$ cat config.mk
export PLATFORM = sky130hd
export DESIGN_NAME = ahblite_decode_mux
export DESIGN_NICKNAME = d
export VERILOG_FILES = /design/src/rtl/ahblite_decode_mux.sv
export SDC_FILE = /design/constraint.sdc
export NUM_CORES = 1
export LEC_CHECK = 0
export BUFFER_PORTS_ARGS = -buffer_cell sky130_fd_sc_hd__buf_2
export CORE_AREA = 2 2 94 96
export CTS_CLUSTER_DIAMETER = 30
export DETAILED_ROUTE_END_ITERATION = 12
export DIE_AREA = 0 0 96 98
export GPL_TIMING_DRIVEN = 1
export PLACE_DENSITY_LB_ADDON = 0.1
export SLEW_MARGIN = 40
export SYNTH_ARGS = -nofsm -noshare
export SYNTH_HDL_FRONTEND = slang
export SYNTH_SLANG_ARGS = --single-unit
$ cat constraint.sdc
create_clock -name HCLK -period 5.2 [get_ports HCLK]
set_clock_uncertainty 0.15 [all_clocks]
set_input_delay 0 -clock HCLK [delete_from_list [all_inputs] [get_ports HCLK]]
set_output_delay 0 -clock HCLK [all_outputs]
set_load 0.01 [all_outputs]
$ cat src/rtl/ahblite_decode_mux.sv
// ahblite_decode_mux: AHB-Lite address decoder and slave-response multiplexer
// with a built-in default slave for unmapped transfers.
//
// Ports:
//   HCLK, HRESETn     bus clock, asynchronous active-low reset
//   HADDR, HTRANS     master address-phase signals
//   HSEL_P            one-hot address-phase select (combinational from HADDR)
//   HREADY            muxed ready to master and all slaves
//   HRDATA, HRESP     muxed read data / response to master
//   HREADYOUT_P       per-slave ready
//   HRDATA_P          per-slave read data, port i at [32i+31:32i]
//   HRESP_P           per-slave response
//
// Configuration macro: AHBLITE_DECODE_ERR_EN
//   defined   - default slave answers unmapped NONSEQ/SEQ with a two-cycle ERROR
//   undefined - unmapped transfers of any type get a zero-wait OKAY
module ahblite_decode_mux #(
  parameter int unsigned         NPORT     = 5,
  parameter logic [NPORT*32-1:0] PORT_BASE = {32'h4000_0020, 32'h4000_0010, 32'h4000_0000,
                                              32'h2000_0000, 32'h0000_0000},
  parameter logic [NPORT*32-1:0] PORT_MASK = {32'hFFFF_FFF0, 32'hFFFF_FFF0, 32'hFFFF_FFF0,
                                              32'hFFFF_0000, 32'hFFFF_0000},
  parameter logic [NPORT-1:0]    PORT_EN   = '1
) (
  input  logic                HCLK,
  input  logic                HRESETn,
  input  logic [31:0]         HADDR,
  input  logic [1:0]          HTRANS,
  output logic [NPORT-1:0]    HSEL_P,
  output logic                HREADY,
  output logic [31:0]         HRDATA,
  output logic                HRESP,
  input  logic [NPORT-1:0]    HREADYOUT_P,
  input  logic [NPORT*32-1:0] HRDATA_P,
  input  logic [NPORT-1:0]    HRESP_P
);

  localparam int unsigned SELW = $clog2(NPORT + 1);
  localparam logic [SELW-1:0] SEL_DEFAULT = SELW'(NPORT);

  logic [SELW-1:0] hit_idx;
  logic            any_hit;
  logic [SELW-1:0] dsel_q, dsel_d;

  // HTRANS[0] never affects decode; HTRANS is entirely unused without the FSM.
  logic unused_htrans;
  assign unused_htrans = ^HTRANS;

  // Address decode, lowest index wins on overlap.
  always_comb begin
    HSEL_P  = '0;
    hit_idx = SEL_DEFAULT;
    any_hit = 1'b0;
    for (int unsigned i = 0; i < NPORT; i++) begin
      if (!any_hit && PORT_EN[i] &&
          ((HADDR & PORT_MASK[32*i +: 32]) == PORT_BASE[32*i +: 32])) begin
        HSEL_P[i] = 1'b1;
        hit_idx   = SELW'(i);
        any_hit   = 1'b1;
      end
    end
  end

  // Data-phase select only advances when the current transfer completes.
  always_comb begin
    dsel_d = dsel_q;
    if (HREADY) begin
      dsel_d = hit_idx;
    end
  end

  always_ff @(posedge HCLK or negedge HRESETn) begin
    if (!HRESETn) begin
      dsel_q <= SEL_DEFAULT;
    end else begin
      dsel_q <= dsel_d;
    end
  end

`ifdef AHBLITE_DECODE_ERR_EN
  typedef enum logic [1:0] {
    S_IDLE,
    S_ERR1,
    S_ERR2
  } err_state_e;

  err_state_e state_q, state_d;
  logic       err_start;

  // Default-slave FSM: two-cycle ERROR for unmapped NONSEQ/SEQ.
  always_comb begin
    state_d   = state_q;
    err_start = HREADY && !any_hit && HTRANS[1];
    case (state_q)
      S_IDLE:  if (err_start) state_d = S_ERR1;
      S_ERR1:  state_d = S_ERR2;
      S_ERR2:  state_d = err_start ? S_ERR1 : S_IDLE;
      default: state_d = S_IDLE;
    endcase
  end

  always_ff @(posedge HCLK or negedge HRESETn) begin
    if (!HRESETn) begin
      state_q <= S_IDLE;
    end else begin
      state_q <= state_d;
    end
  end
`endif

  // Response mux; default slave answers when dsel is DEFAULT.
  always_comb begin
    HREADY = 1'b1;
    HRESP  = 1'b0;
    HRDATA = '0;
`ifdef AHBLITE_DECODE_ERR_EN
    case (state_q)
      S_ERR1: begin
        HREADY = 1'b0;
        HRESP  = 1'b1;
      end
      S_ERR2: begin
        HREADY = 1'b1;
        HRESP  = 1'b1;
      end
      default: ;
    endcase
`endif
    for (int unsigned i = 0; i < NPORT; i++) begin
      if (dsel_q == SELW'(i)) begin
        HREADY = HREADYOUT_P[i];
        HRESP  = HRESP_P[i];
        HRDATA = HRDATA_P[32*i +: 32];
      end
    end
  end

endmodule

After elaboration in Yosys (flattened, before gate mapping)
Index checks and enable logic that the tools add are counted.
Word-level totals
  register bits after elaboration: 3
  input bits: 206
  output and inout bits: 39
  word-level logic and storage cells: 47
Cells by class
  equality and inequality tests: 8
  muxes and demuxes: 28
  reductions and logical operators: 10
Operators by type and width (count)
  32-bit 2-to-1 mux: 5
  28-bit by 27-bit == test with 1-bit output, second input constant: 3
  32-bit zero test: 1
  1-bit 2-to-1 mux: 18
  16-bit by 14-bit == test with 1-bit output, second input constant: 1
  3-bit 2-to-1 mux: 5
  3-bit by 2-bit == test with 1-bit output, second input constant: 2
  1-bit logical AND: 4
  1-bit zero test: 4
  3-bit by 1-bit == test with 1-bit output, second input constant: 1
  3-bit == test, second input constant: 1
  3-bit zero test: 1

Logic depth before layout (Yosys ltp)
Gate-level depths: netlist of run 1.
  depth in word-level cells: 14
  gate-level depth with buffers: 7
  depth with buffers taken out: 4

Least setup slack after synthesis of run 1
Ideal clock, no wire load.
  path type: flip-flop to flip-flop
  from: register dsel_q[0]
  to: register dsel_q[1]
  setup time: 128 ps
  arrival: 1635 ps
  required time: 4922 ps
  path slack: 3287 ps
  stages on the path, launching flop included: 5
  path buffers: 1
  clock period less this slack: 1913 ps
  cells stage by stage: dfstp_2 > buf_6 > mux4_2 > o22ai_2 > mux2_1
On the way
  cells in the longest elaborated chain, start to end: 6
  elaborated cells between the ends (all ways): 10
  those cells by class: eq/ne: 4; mux: 5; reduce/logical: 1
RTL lines
  from (decl): RTL line 43  | logic [SELW-1:0] dsel_q, dsel_d;
  from (signal assigned): RTL line 76  | dsel_q <= dsel_d;
  3-bit zero test: RTL line 130  | if (dsel_q == SELW'(i)) begin
  1-bit 2-to-1 mux (4 in series): RTL line 130
  1-bit 2-to-1 mux (*): RTL line 130
Mark *: on every way between the ends. The rest lies on a longest branch, timed or not.
A chain may end at the register's enable or synchronous reset.

Final worst setup path of run 1
  from: register dsel_q[1]
  to: output HRDATA[23]
On the way
  cells in the longest elaborated chain, start to end: 6
  elaborated cells between the ends (all ways): 10
  those cells by class: eq/ne: 4; mux: 5; reduce/logical: 1
RTL lines
  3-bit zero test: RTL line 130
  32-bit 2-to-1 mux (4 in series): RTL line 130
  32-bit 2-to-1 mux (*): RTL line 130
  to (decl): RTL line 31  | output logic [31:0] HRDATA,
Marks and branches as above.

==> run_results.csv, run 1 <==
group,metric,value,unit
layout,diodes,0,
placement,gp_congestion,0.787,
clock_tree,ctsResizeCount,0,
die,floorplan.initialDensity,17.9,%
run,max_cap_viol_count,0,
timing,period_needed,2.79,ns
synthesis,syn_area,1520,µm²
timing,finalCritPeriodShare,53.6,%
routing,vias,2248,
routing,wirelength,6930,µm
die,std_cell_rows,34,
timing,slew_headroom,45.1,%
critical_path,reg2reg_slack,2.73,ns
critical_path,crit_fanout,19,
grt,antenna_found_initial,0,
clock_tree,cts_sinks,3,
hold_path,hold_path.class,"primary input to flop",
grt,grt_pass1_wl,10200,µm
critical_path,critPathKind,"flop to output port",
run_status,status,"complete, no violations",
clock_tree,post_cts_buffers,0,
critical_path,arrival,2.64,ns
clock_tree,ctsLongestPathBuffers,2,
power_and_ir_drop,leakage,1.60,nW
clock_tree,h-tree-depth,1,
layout,drive_gt1_share,68.4,%
critical_path,path_buf_inv,3,
clock_tree,insertion_delay,0.21,ns
layout,fin_util,33.7,%
die,coreArea,8470,µm²
clock_tree,cts.clk_slew.worst_paths,0.03,ns
routing,firstDrtPassIters,3,
layout,final_nets,618,
synthesis,syn_avg_cell_area,8.49,µm²
synthesis,synth_edf_count,0,
timing,worst_pin_slew,0.823,ns
die,pin_count,245,
routing,wl_per_cell,13.4,µm
power_and_ir_drop,p_int,0.000152,W
grt,grt_pass1_vias,2243,
timing,setup_tns,0,ns
power_and_ir_drop,powerDensity,67.6,nW/µm²
timing,rsz0062_at_grt,"no",
synthesis,synthArstFlopShare,100,%
clock_tree,numCtsBuffers,3,
synthesis,syn_nets,385,
clock_tree,cts_tree,"yes",
die,chipHeight,98,µm
critical_path,slowest_delay,0.86,ns
synthesis,synth_cells,179,
timing,worst_slack,2.41,ns
power_and_ir_drop,irDropWorstVdd,0.0779,mV
routing,post-route-drc-count,0,
routing,routed_via_density,4.33,
power_and_ir_drop,power_switching,0.0000406,W
grt,grtUsageTotal,13.6,%
critical_path,crit_path_end_kind,"output port",
critical_path,start_kind,"flop",
critical_path,cp_slowest_cell,"dfrtp_1",
routing,ant_nets,0,
grt,grt-ovfl-total,0,
synthesis,ys_seq_area_share,5.11,%
synthesis,yosys_warnings,0,
grt,grt_max_degree,38,
timing,final_max_slew_viol_count,0,
placement,dpl_worst_slack,2.53,ns
synthesis,synth_cell_type_count,24,
power_and_ir_drop,p_total,0.000193,W
power_and_ir_drop,p_clk_share,34.6,%
clock_tree,cts_root_buffer,"clkbuf_8",
routing,drtIter0Drc,34,
power_and_ir_drop,p_comb_share,53.2,%
layout,top_register,"dsel_q",
layout,reg.largest.list,"dsel_q: 3 flops",
layout,areaGrowthSynthToFinish,88.1,%
timing,setup_viol,0,
timing,max_freq,359,MHz
die,dieWidth,96,µm
synthesis,synthFlopType,"dfstp_2",
placement,dp_hpwl,5950,µm
placement,portBuffers,238,
timing,hold_viol,0,
layout,largest_register_ffs,3,
critical_path,crit_family,"buffers and inverters",
critical_path,crit_chain,"buf_4, nor2_1, and2_1, buf_4, nand2_1, o21ai_0, buf_2",
synthesis,ys_ff_latch,3,
critical_path,path_common_cell,"buf_4",
power_and_ir_drop,p_sw_share,21.1,%
power_and_ir_drop,seqPwrFrac,12.2,%
die,dieArea,9410,µm²
critical_path,crit_required,5.05,ns
## worst reg2reg max path, stage by stage (launching register included)
cell and delay (ns):
dfrtp_1 0.86, buf_4 0.43, mux4_2 0.38, o22ai_2 0.18, mux2_1 0.34
## worst paths after layout
check | cells past startpoint | to | startpoint
worst max-delay path | 7 | HRDATA[23] | dsel_q[1]$_DFFE_PN0P_
worst max register to register | 4 | dsel_q[1]$_DFFE_PN0P_ | dsel_q[1]$_DFFE_PN0P_
max in group asynchronous | 3 | dsel_q[1]$_DFFE_PN0P_ | HRESETn
min in group asynchronous | 2 | dsel_q[0]$_DFFE_PN1P_ | HRESETn
worst min register to register | 2 | dsel_q[2]$_DFFE_PN1P_ | dsel_q[2]$_DFFE_PN1P_
worst min-delay path | 3 | dsel_q[2]$_DFFE_PN1P_ | HADDR[30]
## area by class of cell
| type | count | area, µm² |
|---|---|---|
| fill | 926 | 5610 |
| timing repair buffer | 244 | 1240 |
| multi-input combinational | 126 | 1230 |
| tap | 108 | 135 |
| inverter | 34 | 128 |
| sequential | 3 | 77.6 |
| clock buffer | 4 | 45.0 |
## what timing repair did
action                                  in CTS  in global routing
hold buffers                                 3                  0
endpoints found under the setup margin       0                  0
endpoints found under the hold margin        4                  0
## kinds of logic after synthesis
kind of cell | Yosys count | share of synthesized area, %
compound gates | 36 | 12.8
mux | 35 | 51.4
simple gates | 55 | 16.6
flops | 3 | 5.11
buf+inv | 50 | 14.1
## per-stage QoR
| stage | cells | hold slack [ns] | cell area [µm²] |
|---|---|---|---|
| 3_3_place_gp | 512 | -0.353 | 2780 |
| 6_report | 519 | 0.0247 | 2860 |
| 2_1_floorplan | 179 | -0.446 | 1520 |
| 4_1_cts | 519 | 0.0269 | 2860 |
| 3_5_place_dp | 512 | -0.351 | 2780 |
| 5_1_grt | 519 | 0.0828 | 2860 |
## power by group through the flow
stage,clock network [W],logic (W),registers [W]
floorplan,0,0.0000294,0.0000238
global placement,0,0.0000992,0.0000238
detailed placement,0,0.000102,0.0000238
CTS,0.0000695,0.000104,0.0000236
global route,0.0000722,0.000114,0.0000236
finish,0.0000668,0.000103,0.0000236
## placed cells by master (no fill, tap or decap), types with 2 or more instances in the layout
cell           count
mux4_2            33
nand2_1           36
buf_2            238
inv_1             34
buf_4              3
nor4_1             5
and2_1             4
nor2_1             4
clkbuf_8           3
dlygate4sd3_1      3
dfstp_2            2
o21ai_0           33
## cell usage after synthesis (2+ instances only)
| library cell | number | share of area [%] |
|---|---|---|
| and2_1 | 4 | 1.6 |
| buf_2 | 6 | 2.0 |
| buf_4 | 3 | 1.5 |
| clkbuf_1 | 6 | 1.5 |
| dfstp_2 | 2 | 3.5 |
| inv_1 | 34 | 8.4 |
| mux4_2 | 33 | 49 |
| nand2_1 | 36 | 8.9 |
| nor2_1 | 4 | 0.99 |
| nor4_1 | 5 | 2.1 |
| o21ai_0 | 33 | 11 |
## per-layer routing
layer / track usage [%] / vias to the layer above / share of wire, % / routed length (µm)
li1: - / 1113 / - / -
met1: 13.6 / 1009 / 33 / 2300
met2: 27.8 / 122 / 55 / 3830
met3: 3.47 / 4 / 11 / 754
met4: 1.87 / 0 / 0.61 / 42
met5: 0 / - / 0 / 0
Power figures use the tool's default switching activity.
==> run 2, diff against run 1 <==
--- a/config.mk
+++ b/config.mk
@@ -5,6 +5,7 @@
 export SDC_FILE = /design/constraint.sdc
 export NUM_CORES = 1
 export LEC_CHECK = 0
+export ABC_AREA = 1
 export BUFFER_PORTS_ARGS = -buffer_cell sky130_fd_sc_hd__buf_2
 export CORE_AREA = 2 2 94 96
 export CTS_CLUSTER_DIAMETER = 30
==> constraint.sdc (replaced) <==
create_clock -name HCLK -period 2.61 [get_ports HCLK]
set_clock_uncertainty 0.15 [all_clocks]
set_input_delay 0 -clock HCLK [delete_from_list [all_inputs] [get_ports HCLK]]
set_output_delay 0 -clock HCLK [all_outputs]
set_load 0.01 [all_outputs]
==> run 2 against run 1 <==
  * Area after synthesis rose by 6.1%
  * Clock power up 99%
  * First-iteration DRC count grew 32%
  * Final area rose by 4.3%
  * Final cell count grew 33%
  * Register-to-register slack lost 2.1 ns
  * Wire length is 16% higher
  * Flip-flop and latch count did not move
  * Critical path depth unchanged
  * Die area stayed put
==> run_results.csv, run 2 <==
group,metric,value,unit
layout,reg.largest.list,"dsel_q: 3 flops",
placement,dpl_worst_slack,0.538,ns
layout,final_cell_mix,"buf_2 (238), nand2_1 (94), nand3_1 (69), inv_1 (51), nor2_1 (35)",
placement,gp_congestion,0.845,
grt,antenna_found_initial,0,
die,std_cell_rows,34,
critical_path,critPathKind,"flop to output port",
routing,vias,2970,
synthesis,synth_edf_count,0,
routing,post-route-drc-count,0,
critical_path,arrival,2.06,ns
synthesis,synthFlopType,"dfstp_2",
synthesis,synth_cells,350,
clock_tree,insertion_delay,0.21,ns
grt,grt_pass1_wl,11600,µm
synthesis,synth.largest_area_cell,"nand2_1",
timing,worst_pin_slew,0.467,ns
layout,n_fill_cell,997,
die,floorplan.initialDensity,19.0,%
run_status,status,"complete, no violations",
routing,firstDrtPassIters,4,
hold_path,hold_start,"HADDR[5]",
timing,hold_viol,0,
power_and_ir_drop,powerDensity,506,nW/µm²
clock_tree,ctsLongestPathBuffers,2,
timing,worst_slack,0.404,ns
clock_tree,cts.clk_slew.worst_paths,0.03,ns
synthesis,synth.area.top_cells,"nand2_1 (22%), nand3_1 (21%), inv_1 (12%), o21ai_0 (10%), a21oi_1 (9.6%)",
synthesis,ys_ff_latch,3,
critical_path,crit_path_start,"dsel_q[1]$_DFFE_PN0P_",
timing,finalCritPeriodShare,84.5,%
clock_tree,h-tree-depth,1,
placement,portBuffers,238,
timing,slew_headroom,68.8,%
synthesis,synthTopCellsByCount,"nand2_1 (94), nand3_1 (69), inv_1 (51), nor2_1 (35), o21ai_0 (33)",
routing,wirelength,8030,µm
timing,final_max_slew_viol_count,0,
synthesis,synth_top_area_share,21.9,%
synthesis,synthArstFlopShare,100,%
placement,dp_hpwl,6660,µm
grt,grt-ovfl-total,0,
die,dieArea,9410,µm²
layout,diodes,0,
synthesis,syn_avg_cell_area,4.60,µm²
layout,final_nets,791,
synthesis,syn_nets,556,
layout,design_area,2980,µm²
timing,period_needed,2.21,ns
grt,grt_max_degree,35,
layout,final_common_cell,"buf_2",
layout,fin_util,35.2,%
critical_path,start_kind,"flop",
synthesis,ys_seq_area_share,4.81,%
die,chipHeight,98,µm
hold_path,hold_path.class,"primary input to flop",
timing,max_freq,453,MHz
grt,grtUsageTotal,15.2,%
timing,setup_tns,0,ns
synthesis,synth_most_common_cell,"nand2_1",
synthesis,syn_area,1610,µm²
clock_tree,postCtsHoldBufs,3,
layout,drive_gt1_share,44.2,%
clock_tree,post_cts_buffers,0,
clock_tree,cts_root_buffer,"clkbuf_8",
critical_path,r2r_start,"dsel_q[1]$_DFFE_PN0P_",
critical_path,crit_fanout,21,
synthesis,yosys_warnings,0,
grt,grt_pass1_vias,2614,
routing,wl_per_cell,11.6,µm
die,dieWidth,96,µm
timing,setup_viol,0,
critical_path,crit_path_end_kind,"output port",
clock_tree,cts_tree,"yes",
power_and_ir_drop,leakage,1.82,nW
layout,top_register,"dsel_q",
clock_tree,cts_sinks,3,
placement,post_dp_cell_area,2910,µm²
critical_path,crit_required,2.46,ns
clock_tree,numCtsBuffers,3,
clock_tree,ctsResizeCount,0,
timing,rsz0062_at_grt,"no",
routing,ant_nets,0,
run,max_cap_viol_count,0,
layout,largest_register_ffs,3,
routing,drtIter0Drc,45,
die,pin_count,245,
die,coreArea,8470,µm²
power_and_ir_drop,irDropWorstVdd,0.302,mV
synthesis,synth_cell_type_count,21,
routing,routed_via_density,4.29,
layout,areaGrowthSynthToFinish,84.9,%
run 2: cell types whose count changed after synthesis, sizes merged, moves of 3 or more:
| cell | delta |
|---|---|
| mux4 | -34 |
| inv | +19 |
| nor2 | +33 |
| a21oi | +31 |
| nand4 | +3 |
| nand2 | +61 |
| and2 | -3 |
| nand3 | +70 |
| nor4 | -6 |
run 2: kinds of logic (layout without fill, tap and decap cells):
group | after synthesis | count (layout) | share of synthesized area (%)
buffers and inverters | 71 | 305 | 17.6
DFF | 3 | 3 | 4.81
AOI/OAI and AO/OA | 66 | 66 | 20.7
and+or+nand+nor | 210 | 210 | 56.9
run 2: report_power, final:
part	total, W	internal, W	switching, W	leakage [nW]
clock network	0.000133	0.000104	0.0000294	0.0228
registers	0.0000983	0.0000716	0.0000267	0.0351
logic	0.00128	0.000507	0.000770	1.76
run 2: path summary, 6_finish.rpt:
| kind | cells after the start | slack, ns | end |
|---|---|---|---|
| max in group asynchronous | 3 | 1.68 | dsel_q[1]$_DFFE_PN0P_ |
| worst max register to register | 7 | 0.66 | dsel_q[2]$_DFFE_PN1P_ |
| worst min register to register | 2 | 0.39 | dsel_q[0]$_DFFE_PN1P_ |
| min in group asynchronous | 2 | 0.14 | dsel_q[2]$_DFFE_PN1P_ |
| worst max-delay path | 7 | 0.40 | HRDATA[5] |
| worst min-delay path | 6 | 0.01 | dsel_q[1]$_DFFE_PN0P_ |
run 2: cell type report:
class | count | area (µm²) | share of cell area [%]
Sequential cell | 3 | 77.6 | 2.60
Timing Repair Buffer | 248 | 1270 | 42.7
Inverter | 53 | 199 | 6.68
Tap cell | 108 | 135 | 4.53
Clock buffer | 4 | 45.0 | 1.51
Multi-Input combinational cell | 276 | 1250 | 41.9
run 2: worst max-delay path: stages, from the launching register on:
cell     delay [ns]
dfrtp_1        0.41
nor2_4         0.36
nand2_1        0.15
inv_2          0.33
buf_4          0.29
nand2_1        0.09
nand3_1        0.08
buf_2          0.12
run 2: per-stage QoR:
stage / hold WS (ns) / total power (W) / instances
after floorplan: -0.446 / 0.000844 / 350
after global placement: -0.350 / 0.00139 / 685
after detailed placement: -0.346 / 0.00140 / 685
after CTS: 0.0183 / 0.00155 / 692
after global routing: 0.0725 / 0.00170 / 692
final: 0.0132 / 0.00151 / 692
run 2: per-layer routing:
metal | wire [µm] | GRT usage (%) | vias to the layer above
met5 | 0 | 0 | -
met4 | 2 | 1.10 | 0
met3 | 641 | 1.77 | 2
met2 | 4100 | 30.2 | 122
met1 | 3280 | 17.4 | 1250
li1 | - | - | 1596
